**src/rtl/operand_fetch_stage.sv**
```systemverilog
// Operand-fetch stage: 16x16 register file, busy scoreboard and a registered valid/ready hand-off to the ALU.
// Optional build macro OPERAND_BYPASS_EN forwards same-cycle write-back data to the operand reads.
module operand_fetch_stage (
  input  logic        clock,
  input  logic        reset_n,
  input  logic        in_valid,
  output logic        in_ready,
  input  logic [7:0]  in_opcode,
  input  logic [3:0]  in_rdest,
  input  logic [3:0]  in_rsrc,
  input  logic [7:0]  in_imm,
  input  logic        in_imm_sel,
  input  logic        in_wr_dest,
  output logic        out_valid,
  input  logic        out_ready,
  output logic [15:0] out_r1,
  output logic [15:0] out_r2,
  output logic [7:0]  out_opcode,
  output logic [3:0]  out_rdest,
  input  logic        wb_en,
  input  logic [3:0]  wb_addr,
  input  logic [15:0] wb_data
);

  localparam int unsigned NREGS = 16;
  localparam int unsigned AW    = 4;
  localparam int unsigned DW    = 16;
  localparam int unsigned OPW   = 8;
  localparam int unsigned IMMW  = 8;

  logic [DW-1:0]    r_rf [NREGS];
  logic [NREGS-1:0] r_busy;
  logic [NREGS-1:0] w_busy_nxt;

  logic             w_fwd_d;
  logic             w_fwd_s;
  logic             w_busy_d;
  logic             w_busy_s;
  logic             w_hazard;
  logic             w_accept;
  logic [DW-1:0]    w_imm_sext;
  logic [DW-1:0]    w_rd_d;
  logic [DW-1:0]    w_rd_s;
  logic [DW-1:0]    w_op2;

  // Write-back hitting a read index in the read cycle
`ifdef OPERAND_BYPASS_EN
  assign w_fwd_d = wb_en & (wb_addr == in_rdest);
  assign w_fwd_s = wb_en & (wb_addr == in_rsrc);
`else
  assign w_fwd_d = 1'b0;
  assign w_fwd_s = 1'b0;
`endif

  assign w_busy_d = r_busy[in_rdest] & ~w_fwd_d;
  assign w_busy_s = r_busy[in_rsrc]  & ~w_fwd_s;

  // rdest is checked even without a write so WAW and r1 RAW both stall
  assign w_hazard = w_busy_d | (~in_imm_sel & w_busy_s);
  assign in_ready = (~out_valid | out_ready) & ~w_hazard;
  assign w_accept = in_valid & in_ready;

  assign w_imm_sext = {{(DW-IMMW){in_imm[IMMW-1]}}, in_imm};
  assign w_rd_d     = w_fwd_d ? wb_data : r_rf[in_rdest];
  assign w_rd_s     = w_fwd_s ? wb_data : r_rf[in_rsrc];
  assign w_op2      = in_imm_sel ? w_imm_sext : w_rd_s;

  // Scoreboard update: write-back clears, a new pending write on the same edge wins
  always_comb begin
    w_busy_nxt = r_busy;
    if (wb_en) begin
      w_busy_nxt[wb_addr] = 1'b0;
    end
    if (w_accept && in_wr_dest) begin
      w_busy_nxt[in_rdest] = 1'b1;
    end
  end

  always_ff @(posedge clock or negedge reset_n) begin
    if (!reset_n) begin
      r_busy <= '0;
    end else begin
      r_busy <= w_busy_nxt;
    end
  end

  always_ff @(posedge clock or negedge reset_n) begin
    if (!reset_n) begin
      for (int i = 0; i < NREGS; i++) begin
        r_rf[i] <= '0;
      end
    end else if (wb_en) begin
      r_rf[wb_addr] <= wb_data;
    end
  end

  // Output stage: load on accept, drain on ready, otherwise hold
  always_ff @(posedge clock or negedge reset_n) begin
    if (!reset_n) begin
      out_valid  <= 1'b0;
      out_r1     <= '0;
      out_r2     <= '0;
      out_opcode <= '0;
      out_rdest  <= '0;
    end else if (w_accept) begin
      out_valid  <= 1'b1;
      out_r1     <= w_rd_d;
      out_r2     <= w_op2;
      out_opcode <= OPW'(in_opcode);
      out_rdest  <= AW'(in_rdest);
    end else if (out_ready) begin
      out_valid  <= 1'b0;
    end
  end

endmodule

```
**config.mk**
```make
export PLATFORM = sky130hd
export DESIGN_NAME = operand_fetch_stage
export DESIGN_NICKNAME = d
export VERILOG_FILES = /design/src/rtl/operand_fetch_stage.sv
export SDC_FILE = /design/constraint.sdc
export NUM_CORES = 1
export LEC_CHECK = 0
export BUFFER_PORTS_ARGS = -buffer_cell sky130_fd_sc_hd__buf_4
export CAP_MARGIN = 5
export CORE_MARGIN = 5
export CORE_UTILIZATION = 35
export DETAILED_ROUTE_END_ITERATION = 8
export SETUP_SLACK_MARGIN = 0.3
export SYNTH_ARGS = -nofsm -noshare
export SYNTH_HDL_FRONTEND = slang
export SYNTH_SLANG_ARGS = --single-unit
export TNS_END_PERCENT = 20
```
**constraint.sdc**
```tcl
create_clock -name clock -period 4.8 [get_ports clock]
set_input_delay 0.48 -clock clock [delete_from_list [all_inputs] [get_ports clock]]
set_output_delay 0.48 -clock clock [all_outputs]
set_load 0.01 [all_outputs]
```
# [After elaboration in Yosys (flattened, before gate mapping)]
# Index checks and enable logic that the tools add are counted.
[totals] in_bits=51 regBits=317 out_inout_bits=46 wordCells=72
[op_classes] magnitude_cmp=9 muxes=22 reduce_logical=5 n_bitwise=14
[op_table] cell="bitwise mux 256 bit" count=1
[op_table] cell="binary-select mux 16 bit (select 4 bit)" count=2
[op_table] cell="two-way mux 16 bit" count=8
[op_table] cell="demux 16 bit (select 4 bit)" count=1
[op_table] cell="AND 16 bit" count=1
[op_table] cell="NOT 16 bit" count=1
[op_table] cell="bitwise OR 16 bit" count=1
[op_table] cell="greater-or-equal comparator 5 bit (second input constant)" count=3
[op_table] cell="< comparator 4 x 5 -> 1 bit (second input constant)" count=3
[op_table] cell="NOT 4 -> 5 bit" count=3
[op_table] cell="binary-select mux 1 bit (select 4 bit)" count=2
[op_table] cell="demux 1 bit (select 4 bit)" count=2
[op_table] cell="greater-or-equal comparator 4 x 1 -> 1 bit (second input constant)" count=2
[op_table] cell="two-way mux 1 bit" count=6
[op_table] cell="< comparator 5 x 1 -> 1 bit (second input constant)" count=1
[op_table] cell="logical AND 1 bit" count=4
[op_table] cell="AND 1 bit" count=3
[op_table] cell="NOT 1 bit" count=3
[op_table] cell="bitwise OR 1 bit" count=2
[op_table] cell="nonzero test 2 bit" count=1

# [Depth between registers and ports, before layout]
[depth] ltp_word=9 depth_mapped=9 depth_no_buf=5

# [Least setup slack after synthesis]
# No wires, ideal clock.
[synth_path] path_type="input -> register" from="input in_rdest[0]" to="register out_r1[3]" arrival_ps=2929 setup_ps=127 n_path_buf=3 path_slack_ps=1743 cell_stages=6 required_time_ps=4673 path_cell_list="clkbuf_1 -> buf_2 -> buf_1 -> mux4_2 -> mux4_2 -> mux2_1"
[synth_via] elab_chain_len=6 elab_cells_between_ends=10 cone_classes="5 x mux; 5 x bitwise"
[synth_lines] item="start, declared" line_no="9" rtl="input logic [3:0] in_rdest,"
[synth_lines] item="binary-select mux 1 bit (select 4 bit)" line_no="55" rtl="assign w_busy_d = r_busy[in_rdest] & ~w_fwd_d;"
[synth_lines] item="two-way mux 1 bit (not written as such)" line_no="55"
[synth_lines] item="bitwise OR 1 bit" line_no="59" rtl="assign w_hazard = w_busy_d | (~in_imm_sel & w_busy_s);"
[synth_lines] item="NOT 1 bit" line_no="60" rtl="assign in_ready = (~out_valid | out_ready) & ~w_hazard;"
[synth_lines] item="AND 1 bit" line_no="60"
[synth_lines] item="AND 1 bit" line_no="61" rtl="assign w_accept = in_valid & in_ready;"
[synth_lines] item="end signal, assigned" line_no="107" rtl="out_r1 <= w_rd_d;"
[synth_lines] item="end, declared" line_no="16" rtl="output logic [15:0] out_r1,"
# Parallel ways exist; a longest one is shown, timed or not. The select of a mux whose other input is x is not followed.
# A chain may end at the register's enable or synchronous reset.

# [Worst setup path in the final report]
[layout_path] from="register r_busy[15]" to="register out_r1[7]"
[layout_via] elab_chain_len=7 elab_cells_between_ends=9 cone_classes="4 x mux; 5 x bitwise"
[layout_lines] item="start, declared" line_no="32" rtl="logic [NREGS-1:0] r_busy;"
[layout_lines] item="start signal, assigned" line_no="83" rtl="r_busy <= w_busy_nxt;"
[layout_lines] item="binary-select mux 1 bit (select 4 bit)" line_no="56" rtl="assign w_busy_s = r_busy[in_rsrc] & ~w_fwd_s;"
[layout_lines] item="two-way mux 1 bit (not written as such)" line_no="56"
[layout_lines] item="AND 1 bit" line_no="59"
[layout_lines] item="bitwise OR 1 bit *" line_no="59"
[layout_lines] item="NOT 1 bit *" line_no="60"
[layout_lines] item="AND 1 bit *" line_no="60"
[layout_lines] item="AND 1 bit *" line_no="61"
# Mark *: on every way between the ends. The rest lies on a longest branch, timed or not. The select of a mux whose other input is x is not followed.

==> key figures <==
Drt
  • 1st-iter DRT viols: roughly 800
  • Post-route ant nets: 0
  • Total number of vias: 9925
  • Drt via density: about 5.7
  • TritonRoute pass-1 iters: 5
  • DRC violations left: 0
  • Total Routed Length: roughly 45 mm
  • Routed wire length per instance: roughly 26 um

Clock tree
  • Clk pin slew, worst setup/hold paths: 0.06 ns
  • Htree depth: 2
  • Setup Fix Bufs, Post-CTS: 0
  • Worst-skew pair later-pin latency: between 0.5 and 0.6 ns
  • CTS Root Cell: clkbuf_16
  • Num CTS Buffers: 37
  • Post-CTS sizing: 0
  • CTS tree: yes
  • Clk buf depth: 3
  • Sink Count: approximately 320
  • CTS Hold Buffers Added: 0

Finish
  • Area growth syn-to-layout: 15.3%
  • Fillers: ~4.3k
  • Nets: between 1k and 1.5k
  • Multi-input gate area: approximately 8000 um^2
  • Share of cells above drive strength 1: 0.516
  • Register area: 7930 um^2

Pwr
  • Worst vdd ir: around 0.25 mV
  • PwrDens: between 400 and 500 nW/um^2
  • Power Total: slightly below 9 mW
  • P_leak: about 7.8 nW

Synth
  • Synth top area share: 0.488
  • Dominant synthesized flop cell: dfrtp_1
  • Post-synthesis register bit count: 317
  • Unique masters post-synth: 36
  • Synthesized cell area: about 16000 um^2
  • Top post-synthesis cells by count: 317 x dfrtp_1, 261 x mux2_2, 138 x mux4_2, 64 x clkbuf_1, 46 x mux2i_1
  • Post-synth ARST share: 1.00
  • Synth area leader: dfrtp_1
  • Average cell area after synthesis: 15.4 um^2
  • Syn Inst Count: 1054
  • Syn nets: between 1k and 1.5k
  • EDFF count, synth: 0
  • Post-synthesis sequential area ratio: 0.488
  • Most numerous cell in the Yosys netlist: dfrtp_1
  • Area contributors post-synth: dfrtp_1 49%, mux4_2 19%, mux2_2 18%
  • Synth warnings: 0

Global route
  • Vias in the first global route: ~10k
  • Total grt overflow: 0
  • First-pass GRT wire length: around 70 mm
  • Largest net degree at the start of global routing: roughly 110
  • GRT Total Usage: 0.178
  • Initial antenna violation count: 1

Floorplan
  • Row Count: 79
  • Die area: slightly above 50000 um^2
  • Die X: 226 um
  • Core area: between 40000 and 50000 um^2
  • Ports: 97
  • Chip height: 226 um
  • Initial Util: 0.352

Setup path
  • Required time worst endpoint: roughly 5.2 ns
  • Worst R2R Path Depth: 5
  • Crit path DAT: roughly 3.4 ns
  • Top delay family on crit path: multiplexers
  • Worst path bufs/invs: 0
  • Crit Path Category: reg -> reg
  • CP Capture Type: flip-flop
  • Crit-path cells: mux4_2, mux2_2, a32o_1, or4b_4, mux2_1
  • Slowest Stage Delay on Critical Path: between 0.9 and 1 ns
  • Max stage delay cell, worst path: or4b_4
  • Critical path depth: 5
  • CP Max Fanout: between 60 and 70
  • Worst Setup Start Kind: flip-flop

Flow run
  • Max-Cap Viols: 0

Timing
  • Final setup fails: 0
  • Worst-margin pin slew: approximately 1.2 ns
  • Final cycle utilization of the critical path: 0.615
  • Layout Skew: between 0.01 and 0.015 ns
  • RSZ-0062 raised after global routing: no
  • Final Hold Viols: 0
  • Final worst path period need: 2.95 ns
  • Max Fclk: 339 MHz
  • Rel. slew slack: 0.219
  • Setup TNS: 0 ns
  • Final Max Tran Viols: 0

Placement
  • Number of buffers inserted by port buffering: 96
  • Post-DP HPWL: 25.5 mm
  • RePlAce Congestion: slightly below 0.8

Status
  • Outcome: completed

Worst hold path
  • Hold Crit Class: in -> async
## path summary, 6_finish.rpt
check / from / endpoint / slack [ns]
max in group asynchronous: reset_n / r_rf[30]$_DFFE_PN0P_ / 3.62
worst min-delay path: reset_n / out_r1[4]$_DFFE_PN0P_ / 0.0003
worst min register to register: out_r2[14]$_DFFE_PN0P_ / out_r2[14]$_DFFE_PN0P_ / 0.49
min in group clock: in_opcode[5] / out_opcode[5]$_DFFE_PN0P_ / 0.18
worst max-delay path: r_busy[15]$_DFF_PN0_ / out_r1[7]$_DFFE_PN0P_ / 1.85
worst max register to register: r_busy[15]$_DFF_PN0_ / out_r1[7]$_DFFE_PN0P_ / 1.85
## flip-flops by register name (all words and copies together) (netlist names)
name	cells
r_rf	256
out_rdest	4
out_r2	16
out_opcode	8
r_busy	16
out_r1	16
out_valid	1
## report_power, final
group          leakage [nW]  internal, mW  switching [mW]
registers              3.90          3.37           0.499
clock network         0.583          1.72            1.09
logic                  3.32          1.29           0.778
total                  7.79          6.38            2.37
## routing by layer
metal | global-route usage | vias up | share of wire | wire length [um]
li1 | - | 4169 | - | -
met1 | 0.266 | 5416 | 0.47 | 21000
met2 | 0.270 | 272 | 0.45 | 20300
met3 | 0.0343 | 68 | 0.058 | 2620
met4 | 0.0418 | 0 | 0.023 | 1050
met5 | 0 | - | 0 | 0
## placed cells by master (no fill, tap or decap), types with 4 or more instances in the layout
cell and instances:
dfrtp_1 317, mux2_2 261, mux4_2 138, buf_4 106, mux2i_1 46, mux2_1 43
clkbuf_16 37, o21ai_0 27, nand2_1 20, nor2_1 12, nand2b_1 11, nand3_1 9
nor2_4 9, nor2b_1 8, clkbuf_8 7, o211ai_1 6, o21a_1 6, a22oi_1 5
o41ai_2 5, a221oi_1 5, bufinv_16 4, clkinv_2 4, clkbuf_1 4
## metrics by stage
stage / hold WS, ns / cells / area [um^2] / utilization / setup slack (ns)
global route: 0.0530 / 1734 / 18800 / 0.405 / 1.72
global placement: 0.475 / 1677 / 17600 / 0.380 / 1.35
floorplan: 0.184 / 1054 / 16300 / - / 1.74
detailed placement: 0.487 / 1677 / 17600 / 0.380 / 1.34
CTS: 0.0304 / 1734 / 18800 / 0.405 / 1.84
finish: 0.000264 / 1735 / 18800 / 0.405 / 1.85
## area by class of cell
class | instances | area share
Timing Repair Buffer | 109 | 0.0454
Multi-Input combinational cell | 641 | 0.427
Clock buffer | 48 | 0.0553
Inverter | 3 | 0.000600
Antenna cell | 1 | 0.000133
Clock inverter | 9 | 0.00787
Sequential cell | 317 | 0.423
Tap cell | 607 | 0.0405
## kinds of logic (layout without fill, tap and decap cells)
group                  after synthesis  after routing  share of synthesized area
AOI/OAI and AO/OA                   68             68                     0.0312
DFF                                317            317                      0.488
and+or+nand+nor                     85             85                     0.0262
buffers and inverters               96            169                     0.0252
muxes                              488            488                      0.430
other                                0              1                          0
No activity file was read; power rests on OpenSTA's default activity.
